--- src/rtl/serial_add_ctrl.sv ---
// Bit-serial adder controller: one shared full-adder cell, WIDTH clocks per add, start/done handshake.
// Define SERIAL_ADD_SUB_EN to add a `sub` input that turns the operation into a - b.

module fa (
  input  logic x,
  input  logic y,
  input  logic z,
  output logic s,
  output logic c
);
  logic xy;

  assign xy = x ^ y;
  assign s  = xy ^ z;
  assign c  = (x & y) | (z & xy);
endmodule

module serial_add_ctrl #(
  parameter int WIDTH = 8
) (
  input  logic             clk,
  input  logic             rst_n,
  input  logic             start,
`ifdef SERIAL_ADD_SUB_EN
  input  logic             sub,
`endif
  input  logic [WIDTH-1:0] a,
  input  logic [WIDTH-1:0] b,
  input  logic             cin,
  output logic             busy,
  output logic             done,
  output logic [WIDTH-1:0] sum,
  output logic             cout
);
  localparam int CW = (WIDTH > 1) ? $clog2(WIDTH) : 1;
  localparam logic [CW-1:0] LAST = CW'(WIDTH - 1);

  typedef enum logic [1:0] {
    IDLE = 2'b00,
    RUN  = 2'b01,
    DONE = 2'b10
  } state_t;

  state_t           state_q;
  logic [WIDTH-1:0] aSr_q;
  logic [WIDTH-1:0] bSr_q;
  logic [WIDTH-1:0] sumSr_q;
  logic [WIDTH-1:0] sumSr_d;
  logic             carry_q;
  logic [CW-1:0]    cnt_q;
  logic             done_q;
  logic [WIDTH-1:0] sum_q;
  logic             cout_q;
  logic [WIDTH-1:0] bLoad;
  logic             carryLoad;
  logic             faS;
  logic             faC;

  fa u_fa (
    .x (aSr_q[0]),
    .y (bSr_q[0]),
    .z (carry_q),
    .s (faS),
    .c (faC)
  );

  // Subtraction is a + ~b + 1, so only the operand and carry loads change.
  always_comb begin
    bLoad     = b;
    carryLoad = cin;
`ifdef SERIAL_ADD_SUB_EN
    if (sub) begin
      bLoad     = ~b;
      carryLoad = 1'b1;
    end
`endif
  end

  always_comb begin
    sumSr_d          = sumSr_q >> 1;
    sumSr_d[WIDTH-1] = faS;
  end

  always_ff @(posedge clk or negedge rst_n) begin
    if (!rst_n) begin
      state_q <= IDLE;
      aSr_q   <= '0;
      bSr_q   <= '0;
      sumSr_q <= '0;
      carry_q <= 1'b0;
      cnt_q   <= '0;
      done_q  <= 1'b0;
      sum_q   <= '0;
      cout_q  <= 1'b0;
    end else begin
      case (state_q)
        IDLE: begin
          done_q <= 1'b0;
          if (start) begin
            aSr_q   <= a;
            bSr_q   <= bLoad;
            carry_q <= carryLoad;
            cnt_q   <= '0;
            state_q <= RUN;
          end
        end
        RUN: begin
          aSr_q   <= aSr_q >> 1;
          bSr_q   <= bSr_q >> 1;
          sumSr_q <= sumSr_d;
          carry_q <= faC;
          cnt_q   <= cnt_q + CW'(1);
          // Previous result stays visible until the first bit of the new add is computed.
          if (cnt_q == LAST) begin
            state_q <= DONE;
            done_q  <= 1'b1;
            sum_q   <= sumSr_d;
            cout_q  <= faC;
          end else if (cnt_q == '0) begin
            sum_q  <= '0;
            cout_q <= 1'b0;
          end
        end
        DONE: begin
          done_q  <= 1'b0;
          state_q <= IDLE;
        end
        default: begin
          done_q  <= 1'b0;
          state_q <= IDLE;
        end
      endcase
    end
  end

  assign busy = (state_q != IDLE);
  assign done = done_q;
  assign sum  = sum_q;
  assign cout = cout_q;
endmodule

--- config.mk ---
export PLATFORM = sky130hd
export DESIGN_NAME = serial_add_ctrl
export DESIGN_NICKNAME = d
export VERILOG_FILES = /design/src/rtl/serial_add_ctrl.sv
export SDC_FILE = /design/constraint.sdc
export NUM_CORES = 1
export LEC_CHECK = 0
export ABC_AREA = 1
export CORE_MARGIN = 3
export CORE_UTILIZATION = 49
export CTS_BUF_LIST = sky130_fd_sc_hd__clkbuf_4
export CTS_CLUSTER_SIZE = 20
export DETAILED_ROUTE_END_ITERATION = 10
export GPL_TIMING_DRIVEN = 0
export PLACE_DENSITY = 0.83
export SLEW_MARGIN = 20
export SYNTH_ARGS = -nofsm -noshare
export SYNTH_HDL_FRONTEND = slang
export SYNTH_SLANG_ARGS = --single-unit
export TNS_END_PERCENT = 50
--- constraint.sdc ---
create_clock -name clk -period 1.2 [get_ports clk]
set_input_delay 0.24 -clock clk [delete_from_list [all_inputs] [get_ports clk]]
set_output_delay 0.24 -clock clk [all_outputs]
set_load 0.01 [all_outputs]
======== Word level (Yosys, flattened, before mapping) ========
Cells that the tools add are included.
storage, ports and cells
  flip-flop bits (word level) ............. 40
  input bits .............................. 20
  logic and storage cells ................. 44
  output and inout bits ................... 11
cells by class
  mux-type cells .......................... 17
  equal/unequal tests ..................... 4
  reductions and logical operators ........ 8
  add/sub/neg operators ................... 1
  bitwise gates (word level) .............. 5
operators by type and width
  kind                                                  number
  two-way mux 8 bit                                     4
  case mux 8 bit (2 select lines)                       2
  case mux 3 bit (2 select lines)                       1
  AND reduction 2 bit                                   3
  nonzero test 2 bit                                    3
  two-way mux 1 bit                                     5
  two-way mux 2 bit                                     2
  inequality test 2 bit (second input constant)         2
  case mux 2 bit (2 select lines)                       1
  adder 3 x 1 -> 3 bit (second input constant)          1
  equality test 3 bit (second input constant)           1
  zero test 3 bit                                       1
  two-way mux 3 bit                                     1
  AND 1 bit                                             2
  equality test 2 x 1 -> 1 bit (second input constant)  1
  zero test 2 bit                                       1
  case mux 1 bit (2 select lines)                       1
  XOR 1 bit                                             2
  OR 1 bit                                              1

======== Longest topological paths before layout ========
  depth in word-level cells ............... 4
  gate-level depth with buffers ........... 7
  gate-level depth less buffers ........... 7

======== By module ========
Synthesis repeated with hierarchy kept, for this count alone.
unflattened totals
  cells, all modules ...................... 239
  area, all modules ....................... 1928.1 µm²
by module, submodules not included
  module           instances  sequential area each (µm²)  cells each  area an instance (µm²)
  serial_add_ctrl  1          975.9                       238         1908.1
  fa               1          0.0                         1           20.0

======== Worst setup path before layout ========
No wires, ideal clock.
  path kind ............................... flip-flop to flip-flop
  start ................................... reg carry_q
  end ..................................... reg carry_q
  setup time .............................. 117 ps
  required time ........................... 1083 ps
  setup slack ............................. -109 ps
  arrival time ............................ 1191 ps
  path buffers ............................ 0
  clock period less this slack ............ 1309 ps
  stages on the path, launching flop included .. 5
  cell sequence ........................... dfrtp_1 -> fa_1 -> or2_2 -> nand3_1 -> nand2_1
between the ends
  cells in the longest elaborated chain, start to end .. 3
RTL lines
  element                          line  text
  from (decl)                      49    logic carry_q;
  from (signal assigned)           102   carry_q <= carryLoad;
  AND 1 bit                        15    assign c = (x & y) | (z & xy);
  OR 1 bit                         15
  case mux 1 bit (2 select lines)  96    case (state_q)
Every way passes these cells.
A chain may end at the register's enable or synchronous reset.

======== Final worst setup path ========
  start ................................... reg state_q[1]
  end ..................................... out busy
between the ends
  cells in the longest elaborated chain, start to end .. 1
RTL lines
  element                 line  text
  from (decl)             44    state_t state_q;
  from (signal assigned)  86    state_q <= IDLE;
  from (signal assigned)  104   state_q <= RUN;
  from (signal assigned)  115   state_q <= DONE;
  nonzero test 2 bit      136   assign busy = (state_q != IDLE);
  to (decl)               30    output logic busy,
Every way passes these cells.

==> results.toml <==
[setup_path]
path_max_fanout = 2
crit_arrival_ps = 1080
r2r-start = "state_q[1]"
cpMaxStageDelayCell = "dfrtp_1"
required_ps = 960
cp-start-kind = "register"
path_cells = "nor2_4, inv_1, buf_2"
crit_type = "reg -> out"
cpLargestDelayFamily = "flip-flops"
endpoint_kind = "output port"
cp.buffers_inverters = 2
r2r_end = "bSr_q[6]"
rr_worst_depth = 8
slowest_delay_ps = 430
r2r_slack_ps = -110

[floorplanning]
core_area_mm2 = 0.00352
io-pin-count = 31
die_h_um = 68.2
die_area_mm2 = 0.00465
chipWidth_um = 68.2
initial_core_util_pct = 53.9
fp-row-count = 21

[clocking]
clock_sinks = 39
clk-insertion-delay-late_ps = 350
cts_tree = "yes"
cts.path.max_buffers = 2
cts_buffers = 5
cts_root_buf = "clkbuf_4"
path_clk_slew_ps = 120
cts_max_level = 2

[logic_synthesis]
syn_nets = 263
netlist.area_leader.share_pct = 51.5
synth_top_area_cell = "dfrtp_1"
synth.area.top_cells = "dfrtp_1, nand2_1, nand3_1, inv_1, or2_1"
yosys_register_bits = 39
syn_area_mm2 = 0.00190
ys_types = 20
yosysSeqAreaShare_pct = 51.5
synth_warnings = 0
synth_cells = 239
syn_area_per_cell_um2 = 7.94

[routing]
drt_iter0_markers = 127
ant_nets = 0
drc = 0
wl_per_cell_um = 13.8
avgViaCountPerCell = 4.99
drtPass1Iterations = 4
totalWireLength_mm = 4.71
vias = 1706

[layout]
antennaDiodeCount = 0
design_area_mm2 = 0.00265
multiInputGateArea_um2 = 913
regArea_um2 = 977
nFillCells = 259
final_cells = 342
drive_above_1_share_pct = 28.7
fin_nets = 319
area_delta_synth_final_pct = 39.9

[sta]
period_minus_slack_ps = 1320
finalHoldViolations = 0
worst_slack_ps = -118
worst_pin_slew_ps = 404
finClkSkew_ps = 9.23
fin_crit_sh_pct = 110
hold-worst-slack_ps = 329
setup_violations = 32
tns_ps = -1600
relSlewSlack_pct = 73.0
maxSlewViolCount = 0
fmax_ghz = 0.759
rsz0062_at_grt = "yes"

[global_routing]
grt_pass1_vias = 1619
grt_pass1_wl_mm = 7.14
grt_overflow = 0
antenna_found_initial = 0
grt_max_degree = 25
track_usage_pct = 21.0

[pwr]
ir_drop_uv = 1630
power-per-cell-area_mw_per_mm2 = 2460
p_leak_nw = 1.43

[status]
violations = "negative setup slack"
status = "finished, violations left"

[placement]
place_area_mm2 = 0.00229
io_buffers = 30
place_inst = 316
dp_hpwl_mm = 2.67
place.gp.congestion = 0.799

[hold_path]
hold_path_class = "in -> async"

[job]
max_cap_violations = 0
where the power goes:
part	internal, mW	switching (mW)
sequential	1.84	0.367
clock	0.647	0.442
combinational	1.37	1.85
total	3.86	2.66
timing repair:
item	in CTS	in global routing
endpoints found under the setup margin	32	39
buffers inserted	11	2
hold buffers	1	0
hold endpoints to repair	15	0
cloned	2	2
resized for setup	69	28
pin swaps	10	11
synth_stat cells:
master / number
nand2_1: 91
dfrtp_1: 39
inv_1: 34
nand3_1: 26
o21ai_0: 9
or2_1: 8
nor2_1: 6
or2_2: 5
buf_2: 3
ha_1: 3
inv_2: 3
buf_4: 2
nand2_4: 2
or2_0: 2
buf_6: 1
clkbuf_2: 1
fa_1: 1
nand3_2: 1
nor2_2: 1
o22ai_1: 1
routing by layer:
metal | global-route usage [%] | routed length [um]
met5 | 0 | 0
met3 | 6.24 | 266
met2 | 34.9 | 2420
met1 | 26.3 | 1990
met4 | 6.45 | 39
worst register-to-register path: cells and delay by family (launching register included):
| kind | cells | cell delay (ps) |
|---|---|---|
| DFF | 1 | 430 |
| and+or+nand+nor | 4 | 320 |
| buffers and inverters | 4 | 440 |
area by class of cell:
class	count	area share [%]
multi-input cells	159	34.4
plain buffers	7	2.55
clock inverters	3	2.55
flip-flops and latches	39	36.8
well taps	46	2.17
clock buffers	5	1.41
repair buffers	46	14.6
inverters	37	5.52
logic make-up (layout without fill, tap and decap cells):
kind of cell / after synthesis / after routing / share of synthesized area [%]
flip-flops: 39 / 39 / 51.5
AO/OA/AOI/OAI: 10 / 10 / 2.70
AND/OR/NAND/NOR: 142 / 145 / 33.0
adder cells (fa/ha/maj): 4 / 4 / 3.03
buffers and inverters: 44 / 98 / 9.76
stage by stage:
stage                     util, %  setup WS (ps)  power, mW
after global placement       64.4          -1010       4.40
after detailed placement     65.0           -315       4.54
after global routing         75.4           -195       7.01
final                        75.4           -118       6.52
after floorplan                 -          -21.2       3.79
after CTS                    72.0           -123       6.07
cells in the final DEF (no fill, tap or decap), types with 5 or more instances in the layout:
master / count
inv_2: 5
inv_1: 30
nand2_1: 83
buf_4: 16
dfrtp_1: 38
buf_2: 12
clkdlybuf4s50_1: 18
buf_6: 5
clkbuf_4: 5
nand3_2: 7
o21ai_0: 6
nand3_1: 19
nand2_2: 6
or2_1: 8
worst max path at each step:
| stage | start | end | slack [ps] | cells past startpoint |
|---|---|---|---|---|
| after CTS | state_q[0] | busy | -120 | 3 |
| after detailed placement | start | aSr_q[0] | -310 | 7 |
| after global routing | state_q[1] | bSr_q[6] | -190 | 8 |
| after floorplan | aSr_q[0] | sum[7] | -20 | 5 |
| final | state_q[1] | busy | -120 | 3 |
| after global placement | rst_n | bSr_q[3] | -1010 | 1 |
registers in the layout (all words and copies together), names as in the netlist:
register / cells
aSr_q: 8
bSr_q: 8
sum: 8
sumSr_q: 7
cnt_q: 3
state_q: 2
carry_q: 1
cout: 1
done: 1
No activity file was read; power rests on OpenSTA's default activity.
